$ cat config.mk
export PLATFORM = sky130hd
export DESIGN_NAME = fifo_pkt_arbiter
export DESIGN_NICKNAME = d
export VERILOG_FILES = /design/src/rtl/fifo_pkt_arbiter.sv
export SDC_FILE = /design/constraint.sdc
export NUM_CORES = 1
export LEC_CHECK = 0
export CAP_MARGIN = 0
export CORE_ASPECT_RATIO = 1.4
export CORE_UTILIZATION = 30
export CTS_CLUSTER_SIZE = 30
export DETAILED_ROUTE_END_ITERATION = 16
export GPL_ROUTABILITY_DRIVEN = 0
export GPL_TIMING_DRIVEN = 0
export PLACE_DENSITY_LB_ADDON = 0.2
export SLEW_MARGIN = 20
export SYNTH_ARGS = -nofsm -noshare
export SYNTH_HDL_FRONTEND = slang
export SYNTH_SLANG_ARGS = --single-unit
$ cat constraint.sdc
create_clock -name clk -period 3.9 [get_ports clk]
set_input_delay 0.78 -clock clk [delete_from_list [all_inputs] [get_ports clk]]
set_output_delay 0.78 -clock clk [all_outputs]
set_load 0.03 [all_outputs]
$ cat src/rtl/fifo_pkt_arbiter.sv
// Two-source round-robin packet arbiter writing a store-and-forward FIFO; zero-cycle data path, one IDLE cycle between packets.
// Backpressure: fifo_tready passes straight to the granted source; oversized packets are cut at MAX_PKT_LEN and their tail drained.
module fifo_pkt_arbiter #(
  parameter int DATA_W      = 8,
  parameter int MAX_PKT_LEN = 16,
  parameter int CNT_W       = 12
) (
  input  logic              clk,
  input  logic              reset,
  input  logic [DATA_W-1:0] s0_tdata,
  input  logic              s0_tvalid,
  input  logic              s0_tlast,
  output logic              s0_tready,
  input  logic [DATA_W-1:0] s1_tdata,
  input  logic              s1_tvalid,
  input  logic              s1_tlast,
  output logic              s1_tready,
  output logic [DATA_W-1:0] fifo_tdata,
  output logic              fifo_tvalid,
  output logic              fifo_tlast,
  output logic              fifo_w_en,
  input  logic              fifo_tready,
  output logic              fifo_r_en,
  input  logic              m_valid,
  input  logic              m_ready,
  input  logic              m_last,
  output logic [1:0]        grant,
  output logic              busy,
  output logic [CNT_W-1:0]  pkt_cnt,
  output logic              trunc_err
);

  localparam int BW = $clog2(MAX_PKT_LEN);
  localparam logic [BW-1:0]    LAST_IDX = BW'(MAX_PKT_LEN - 1);
  localparam logic [CNT_W-1:0] CNT_ONE  = CNT_W'(1);

  typedef enum logic [1:0] {
    IDLE  = 2'd0,
    GRANT = 2'd1,
    FLUSH = 2'd2
  } state_t;

  state_t          state;
  logic            last_s1;
  logic [BW-1:0]   beat_cnt;

  logic              sel_s1;
  logic              src_vld;
  logic              src_last;
  logic [DATA_W-1:0] src_dat;
  logic              at_max;
  logic              accept;
  logic              flush_done;
  logic              wr_last;
  logic              rd_last;
  logic              pick_s1;

  always_comb begin
    sel_s1   = grant[1];
    src_vld  = sel_s1 ? s1_tvalid : s0_tvalid;
    src_last = sel_s1 ? s1_tlast  : s0_tlast;
    src_dat  = sel_s1 ? s1_tdata  : s0_tdata;
    at_max   = (beat_cnt == LAST_IDX);

    s0_tready   = 1'b0;
    s1_tready   = 1'b0;
    fifo_tvalid = 1'b0;
    fifo_tlast  = 1'b0;
    fifo_tdata  = '0;
    case (state)
      GRANT: begin
        fifo_tvalid = src_vld;
        fifo_tdata  = src_dat;
        // The last beat that fits is always marked so the FIFO never holds an unterminated packet.
        fifo_tlast  = src_last | at_max;
        s0_tready   = ~sel_s1 & fifo_tready;
        s1_tready   = sel_s1 & fifo_tready;
      end
      FLUSH: begin
        s0_tready = ~sel_s1;
        s1_tready = sel_s1;
      end
      default: ;
    endcase
  end

  assign accept     = fifo_tvalid & fifo_tready;
  assign flush_done = (state == FLUSH) & src_vld & src_last;
  assign wr_last    = accept & fifo_tlast;
  assign rd_last    = m_valid & m_ready & m_last;
  // s1 wins when alone, or on contention when s0 was served last.
  assign pick_s1    = s1_tvalid & (~s0_tvalid | ~last_s1);

  assign fifo_w_en = fifo_tvalid;
  assign fifo_r_en = (pkt_cnt != '0);
  assign busy      = (state != IDLE);

  always_ff @(posedge clk) begin
    if (reset) begin
      state     <= IDLE;
      grant     <= 2'b00;
      last_s1   <= 1'b1;
      beat_cnt  <= '0;
      pkt_cnt   <= '0;
      trunc_err <= 1'b0;
    end else begin
      case (state)
        IDLE: begin
          beat_cnt <= '0;
          if (s0_tvalid | s1_tvalid) begin
            grant   <= pick_s1 ? 2'b10 : 2'b01;
            last_s1 <= pick_s1;
            state   <= GRANT;
          end
        end
        GRANT: begin
          if (accept) begin
            if (fifo_tlast) begin
              beat_cnt <= '0;
              if (at_max & ~src_last) begin
                trunc_err <= 1'b1;
                state     <= FLUSH;
              end else begin
                grant <= 2'b00;
                state <= IDLE;
              end
            end else begin
              beat_cnt <= beat_cnt + 1'b1;
            end
          end
        end
        FLUSH: begin
          if (flush_done) begin
            grant <= 2'b00;
            state <= IDLE;
          end
        end
        default: state <= IDLE;
      endcase

      if (wr_last & ~rd_last) begin
        pkt_cnt <= pkt_cnt + CNT_ONE;
      end else if (rd_last & ~wr_last) begin
        pkt_cnt <= pkt_cnt - CNT_ONE;
      end
    end
  end

endmodule

==> metrics.yaml <==
status: "finished clean"
clock.fmax_mhz: 272
first_iter_violations: 33
hold_end: "grant[0]$_SDFFE_PP0P_"
grt-ovfl-total: 0
synth_top_area_share_pct: 25.9
grt_max_degree: 14
htreeDepth: 1
r2r_slack_ns: 0.70
cts_sinks: 22
hp-class: "reg2reg"
layout_min_cycle_time_ns: 3.68
post_cts.repair.setup_buffers: 0
fin_ws_ns: 0.219
synth_cell_types: 43
dp_cells: 338
nets: 318
die_w_um: 65.6
vias: 1791
synth_top_family_by_area: "simple AND/OR/NAND/NOR gates"
yosys.area_share.adder_pct: 13.0
pre_cts_slack_ns: -0.274
layout-drive-gt1-share_pct: 4.03
highest_layer: "met4"
leakagePower_nw: 0.943
p_per_area_nw_per_um2: 396
clk_pin_slew_ns: 0.08
portBuffers: 55
hold_depth: 2
setup_tns_ns: 0
required_ns: 4.08
final_common_cell: "clkdlybuf4s50_1"
place_hpwl_um: 3750
place_area_um2: 2330
grt_pass1_vias: 1768
routed_via_density: 5.25
wl_met3_um: 297
synth_seq_cells: 22
crit_path_end_kind: "flip-flop"
met2_length_um: 2450
most-common-layout-cells: "55 x clkdlybuf4s50_1, 24 x nand2_1, 24 x nor2_1, 22 x dfxtp_1, 17 x a21oi_1"
io_pins: 56
area_growth_pct: 40.4
synth-xor-area-share_pct: 4.64
syn-num-nets: 258
track_usage_pct: 16.4
min_from: "grant[0]$_SDFFE_PP0P_"
clock_latency_ns: 0.27
r2r_start: "state[1]$_SDFFE_PP0P_"
ys_seq_area_share_pct: 25.9
synth_mux_area_share_pct: 9.65
wirelength_um: 4770
antenna_found_initial: 0
setup_viol: 0
tritoncts: "yes"
start_kind: "primary input"
synth_largest_area_cell: "dfxtp_1"
rsz0062_at_grt: "no"
ir_drop_v: 0.000214
rr_endpoint: "pkt_cnt[10]$_SDFFE_PP0P_"
grt_pass1_wl_um: 7630
path_max_fanout: 13
synth_area_um2: 1700
synth-compound-area-share_pct: 18.6
avgSynthCellArea_um2: 7.90
wl_per_cell_um: 14.0
cts-buffers-inserted: 3
synthTopCellsByArea: "dfxtp_1 26%, ha_1 12%, mux2i_1 8.8%"
synthCells: 215
ys_warn_count: 0
critical_path_arrival_ns: 3.86
ant_nets: 0
antenna_cells: 0
clk_path_buf_depth: 2
skew_ns: 0.00349
crit_type: "in2reg"
dieArea_um2: 5970
stdcell_area_um2: 2390
die_y_um: 91.0
maxSlewViolCount: 0
tightest_slew_ns: 0.606
yosys.area_share.simple_pct: 23.6
period_share_pct: 94.4
r2r_cells: 12
post-route-drc-count: 0
slew_headroom_pct: 59.6
hold_buffers: 0
firstDrtPassIters: 4
start_util_pct: 31.0
hold_viol: 0
drv_cap: 0
cts-root-buf: "clkbuf_8"
core_um2: 5490
drt-met1-wl_um: 1880
post_cts_resized: 0
final_cells: 341
rows: 32
-- state kept, by name, summed over array words and instances, names as in the netlist --
register,cells
beat_cnt,4
grant,2
last_s1,1
pkt_cnt,12
state,2
trunc_err,1
-- worst max-delay path, stage by stage --
cell,delay [ns]
clkdlybuf4s50_1,0.58
mux2i_2,0.15
a211oi_2,0.28
ha_1,0.23
inv_1,0.22
fa_1,0.48
a21o_1,0.23
a221oi_2,0.34
o21ai_0,0.17
xnor2_1,0.15
a211oi_1,0.24
-- synth_stat cells --
cell type and instances:
xnor2_1 6, dfxtp_1 22, nor3_1 1, a21oi_1 17
fa_1 1, mux2i_1 15, a31oi_1 3, nor3b_1 1
or4_1 1, a211oi_1 2, xor2_1 3, mux2i_2 1
nor4bb_1 1, ha_1 16, a221oi_1 1, o2111ai_1 1
or3_4 1, a22oi_1 1, o22ai_1 1, clkinv_1 2
buf_6 1, nor4_1 5, a211oi_2 1, nor2_1 24
clkbuf_1 6, nand3_1 10, inv_1 8, and2_1 4
o21ai_0 9, or3_1 2, o21bai_1 1, and4_1 1
a21o_1 5, o221ai_1 1, nor2b_1 1, a32oi_1 1
and3_1 2, o21ai_2 1, nand3b_1 1, o211ai_1 5
buf_4 1, nand4_1 4, nand2_1 24
-- area by class of cell --
class / count / area [um^2]
Sequential cell: 22 / 440
Inverter: 10 / 37.5
Fill cell: 574 / 3100
Clock buffer: 3 / 41.3
Timing Repair Buffer: 55 / 551
Tap cell: 68 / 85.1
Buffer: 8 / 41.3
Multi-Input combinational cell: 175 / 1190
-- through the flow --
stage	hold WS (ns)	utilization, %	total power, W
finish	0.463	43.5	0.000944
CTS	0.474	43.3	0.000951
global route	0.501	43.5	0.00101
global placement	0.447	42.6	0.000800
detailed placement	0.462	42.6	0.000800
floorplan	0.497	-	0.000628
-- how the worst max path moves through the flow --
stage               startpoint                  endpoint  slack [ns]  cells past startpoint
CTS                  s1_tvalid  pkt_cnt[10]$_SDFFE_PP0P_      0.0003                     11
global route         s1_tvalid  pkt_cnt[10]$_SDFFE_PP0P_        0.03                     11
finish               s1_tvalid  pkt_cnt[10]$_SDFFE_PP0P_        0.22                     11
detailed placement   s1_tvalid  pkt_cnt[10]$_SDFFE_PP0P_       -0.27                     11
floorplan            s1_tvalid  pkt_cnt[10]$_SDFFE_PP0P_        0.77                     10
global placement     s1_tvalid  pkt_cnt[10]$_SDFFE_PP0P_       -0.29                     11
-- cells by family (layout without fill, tap and decap cells) --
logic type | Yosys count | in the layout
DFF | 22 | 22
buffers and inverters | 18 | 76
and+or+nand+nor | 83 | 83
xor gates and xnor gates | 9 | 9
muxes | 16 | 16
AOI/OAI and AO/OA | 50 | 50
adders and majority gates | 17 | 17
-- where the power goes --
group / leakage (nW) / switching, W / total [W] / internal, W
registers: 0.180 / 0.0000313 / 0.000282 / 0.000251
logic: 0.742 / 0.000290 / 0.000518 / 0.000228
clock network: 0.0216 / 0.0000745 / 0.000144 / 0.0000691
-- layer usage --
metal,GRT usage (%),vias to the layer above
li1,-,892
met1,15.6,820
met2,31.4,68
met3,2.64,11
met4,9.42,0
met5,0,-
No activity file was read; power rests on OpenSTA's default activity.
==> patch (config.mk and constraints unchanged) <==
Re-encode `state_t` (3 states) as one-hot, 3 bits wide.
--- a/src/rtl/fifo_pkt_arbiter.sv
+++ b/src/rtl/fifo_pkt_arbiter.sv
@@ -36,6 +36,6 @@
 
-  typedef enum logic [1:0] {
-    IDLE  = 2'd0,
-    GRANT = 2'd1,
-    FLUSH = 2'd2
+  typedef enum logic [2:0] {
+    IDLE  = 3'b001,
+    GRANT = 3'b010,
+    FLUSH = 3'b100
   } state_t;
Behaviour: no difference found for any inputs over 10 cycles, from zero or initial values and one cycle with reset high; not proved beyond that.
==> patch against the original RTL <==
- die area is 1.9% lower
- design area is 1.8% higher
- via count is 5.2% lower
- power is 11% lower
- register-to-register slack worse by 0.24 ns
- wire length is 5.5% lower
- area after synthesis is 1.9% lower
- sequential cell count is 1 higher
- setup slack worse by 0.070 ns
==> patch: results (changes against the original RTL) <==
stage;metric;value;unit;change
placement;post-DP HPWL;3.49;mm;-7.0%
cells_and_area;Signal buf overhead;25.4;%;+0.58 points
grt;met1 Usage GRT;18.6;%;+3.0 points
detailed_routing;vias per inst;5.19;;-1.1%
cells_and_area;comb_multi_in;159;;-9.1%
detailed_routing;Vias;1698;;-5.2%
detailed_routing;Pre-Repair DR Iteration Count;4;;unchanged
grt;all-layer global routing usage;15.8;%;-0.54 points
synthesis;Synth Area in XOR/XNOR;5.26;%;+0.62 points
sta;Slew HR;56.8;%;-2.8 points
setup_path;crit path DAT;3.91;ns;+0.05 ns
worst_hold_path;worst hold start;trunc_err;;
worst_hold_path;Hold EP;trunc_err;;
setup_path;worst reg2reg path depth;13;;+1
detailed_routing;met3 WL;341;um;+15%
detailed_routing;met2 wire len;2.19;mm;-11%
power;P_leak;0.914;nW;-3.1%
placement;I/O Buffers;54;;-1.8%
synthesis;mux cell area share after synthesis;7.88;%;-1.8 points
synthesis;top post-synthesis cells by area;dfxtp_1, ha_1, mux2i_1, nor2_1, xnor2_1;;
synthesis;top post-synthesis cells by count;nor2_1, dfxtp_1, ha_1, mux2i_1, a21oi_1;;
setup_path;crit-path max FO;8;;-5
synthesis;sequential area share after synthesis;27.6;%;+1.7 points
detailed_routing;final WL;4.51;mm;-5.5%
synthesis;Synth Area in Adders;10.2;%;-2.8 points
detailed_routing;M1 WL;1.92;mm;+1.9%
clock_tree;post_cts resized;8;;+8
detailed_routing;DR iter-0 viols;37;;+12%
setup_path;FF-to-FF setup slack;0.46;ns;-0.24 ns
grt;largest net degree at the start of global routing;14;;unchanged
synthesis;Yosys reg bits;23;;+4.5%
synthesis;net count after synthesis;237;;-8.1%
grt;first-pass GRT wire length;7.40;mm;-3.1%
grt;vias in the first global route;1606;;-9.2%
cells_and_area;Top Registers;pkt_cnt x12, beat_cnt x4, state x3;;
sta;worst hold margin;0.450;ns;-0.0137 ns
cells_and_area;fraction of area in multi-input gates;49.0;%;-0.90 points
power;VDD IR max;0.201;mV;-6.2%
cells_and_area;layout cell share with drive strength beyond 1;11.5;%;+7.5 points
sta;worst clock skew;0.00442;ns;+0.000933 ns
synthesis;Netlist cell types;50;;+16%
cells_and_area;Non-clock buffers;67;;+6.3%
clock_tree;H-tree depth;1;;unchanged
grt;met3 Track Usage GR;3.17;%;+0.53 points
cells_and_area;Seq area share;18.9;%;+0.49 points
cells_and_area;ClkCell Share;1.91;%;+0.17 points
cells_and_area;count of nets after finishing;301;;-5.3%
grt;GR Layer Usage met2;28.0;%;-3.4 points
placement;placed cells;318;;-5.9%
cells_and_area;Signal inverters;8;;-2
floorplan;die span in x;65.0;um;-0.94%
setup_path;RR Endpoint;pkt_cnt[11];;
synthesis;cell count after synthesis;198;;-7.9%
synthesis;Synth Area in Compound Gates;23.0;%;+4.4 points
cells_and_area;Sequential Area;460;um2;+4.5%
cells_and_area;fillcell total;564;;-1.7%
placement;Cell Area, Placed;2290;um2;-1.9%
outcome;status;completed;;
-- patch: cell count changes after synthesis, moves of 3 or more --
cell | unedited run | this run
nand2_1 | 24 | 7
o21ai_1 | 0 | 3
a21oi_1 | 17 | 11
ha_1 | 16 | 12
o21ai_0 | 9 | 6
a22o_1 | 0 | 3
nand3_1 | 10 | 5
mux2i_1 | 15 | 12
nor2_1 | 24 | 27
a211oi_1 | 2 | 6
-- patch: where the power goes --
| group | internal (W) | total (W) | switching, W |
|---|---|---|---|
| Clock | 0.0000713 | 0.000151 | 0.0000801 |
| Combinational | 0.000188 | 0.000404 | 0.000216 |
| Sequential | 0.000258 | 0.000282 | 0.0000248 |
-- patch: how the worst max path moves through the flow --
stage | start | endpoint | slack (ns) | depth (start not counted)
2_1_floorplan | s1_tvalid | pkt_cnt[11] | 0.18 | 12
3_3_place_gp | s1_tvalid | pkt_cnt[11] | -0.52 | 13
3_5_place_dp | s1_tvalid | pkt_cnt[11] | -0.56 | 13
4_1_cts | s1_tvalid | pkt_cnt[11] | 0.02 | 13
5_1_grt | s0_tvalid | pkt_cnt[11] | -0.007 | 14
6_report | s0_tvalid | pkt_cnt[11] | 0.15 | 13
-- patch: critical path, cell delays in order --
cell             delay [ns]
clkdlybuf4s50_1        0.54
mux2i_2                0.15
nor2_2                 0.15
nand2_1                0.11
nor2_4                 0.14
ha_4                   0.17
clkinvlp_4             0.17
ha_1                   0.37
a21o_1                 0.20
a21o_1                 0.20
a221o_1                0.33
a311oi_2               0.25
mux2_1                 0.34
-- patch: through the flow --
step	setup WS, ns	total power, W
global route	-0.00679	0.000894
floorplan	0.177	0.000549
detailed placement	-0.562	0.000674
finish	0.149	0.000838
CTS	0.0192	0.000835
global placement	-0.522	0.000673
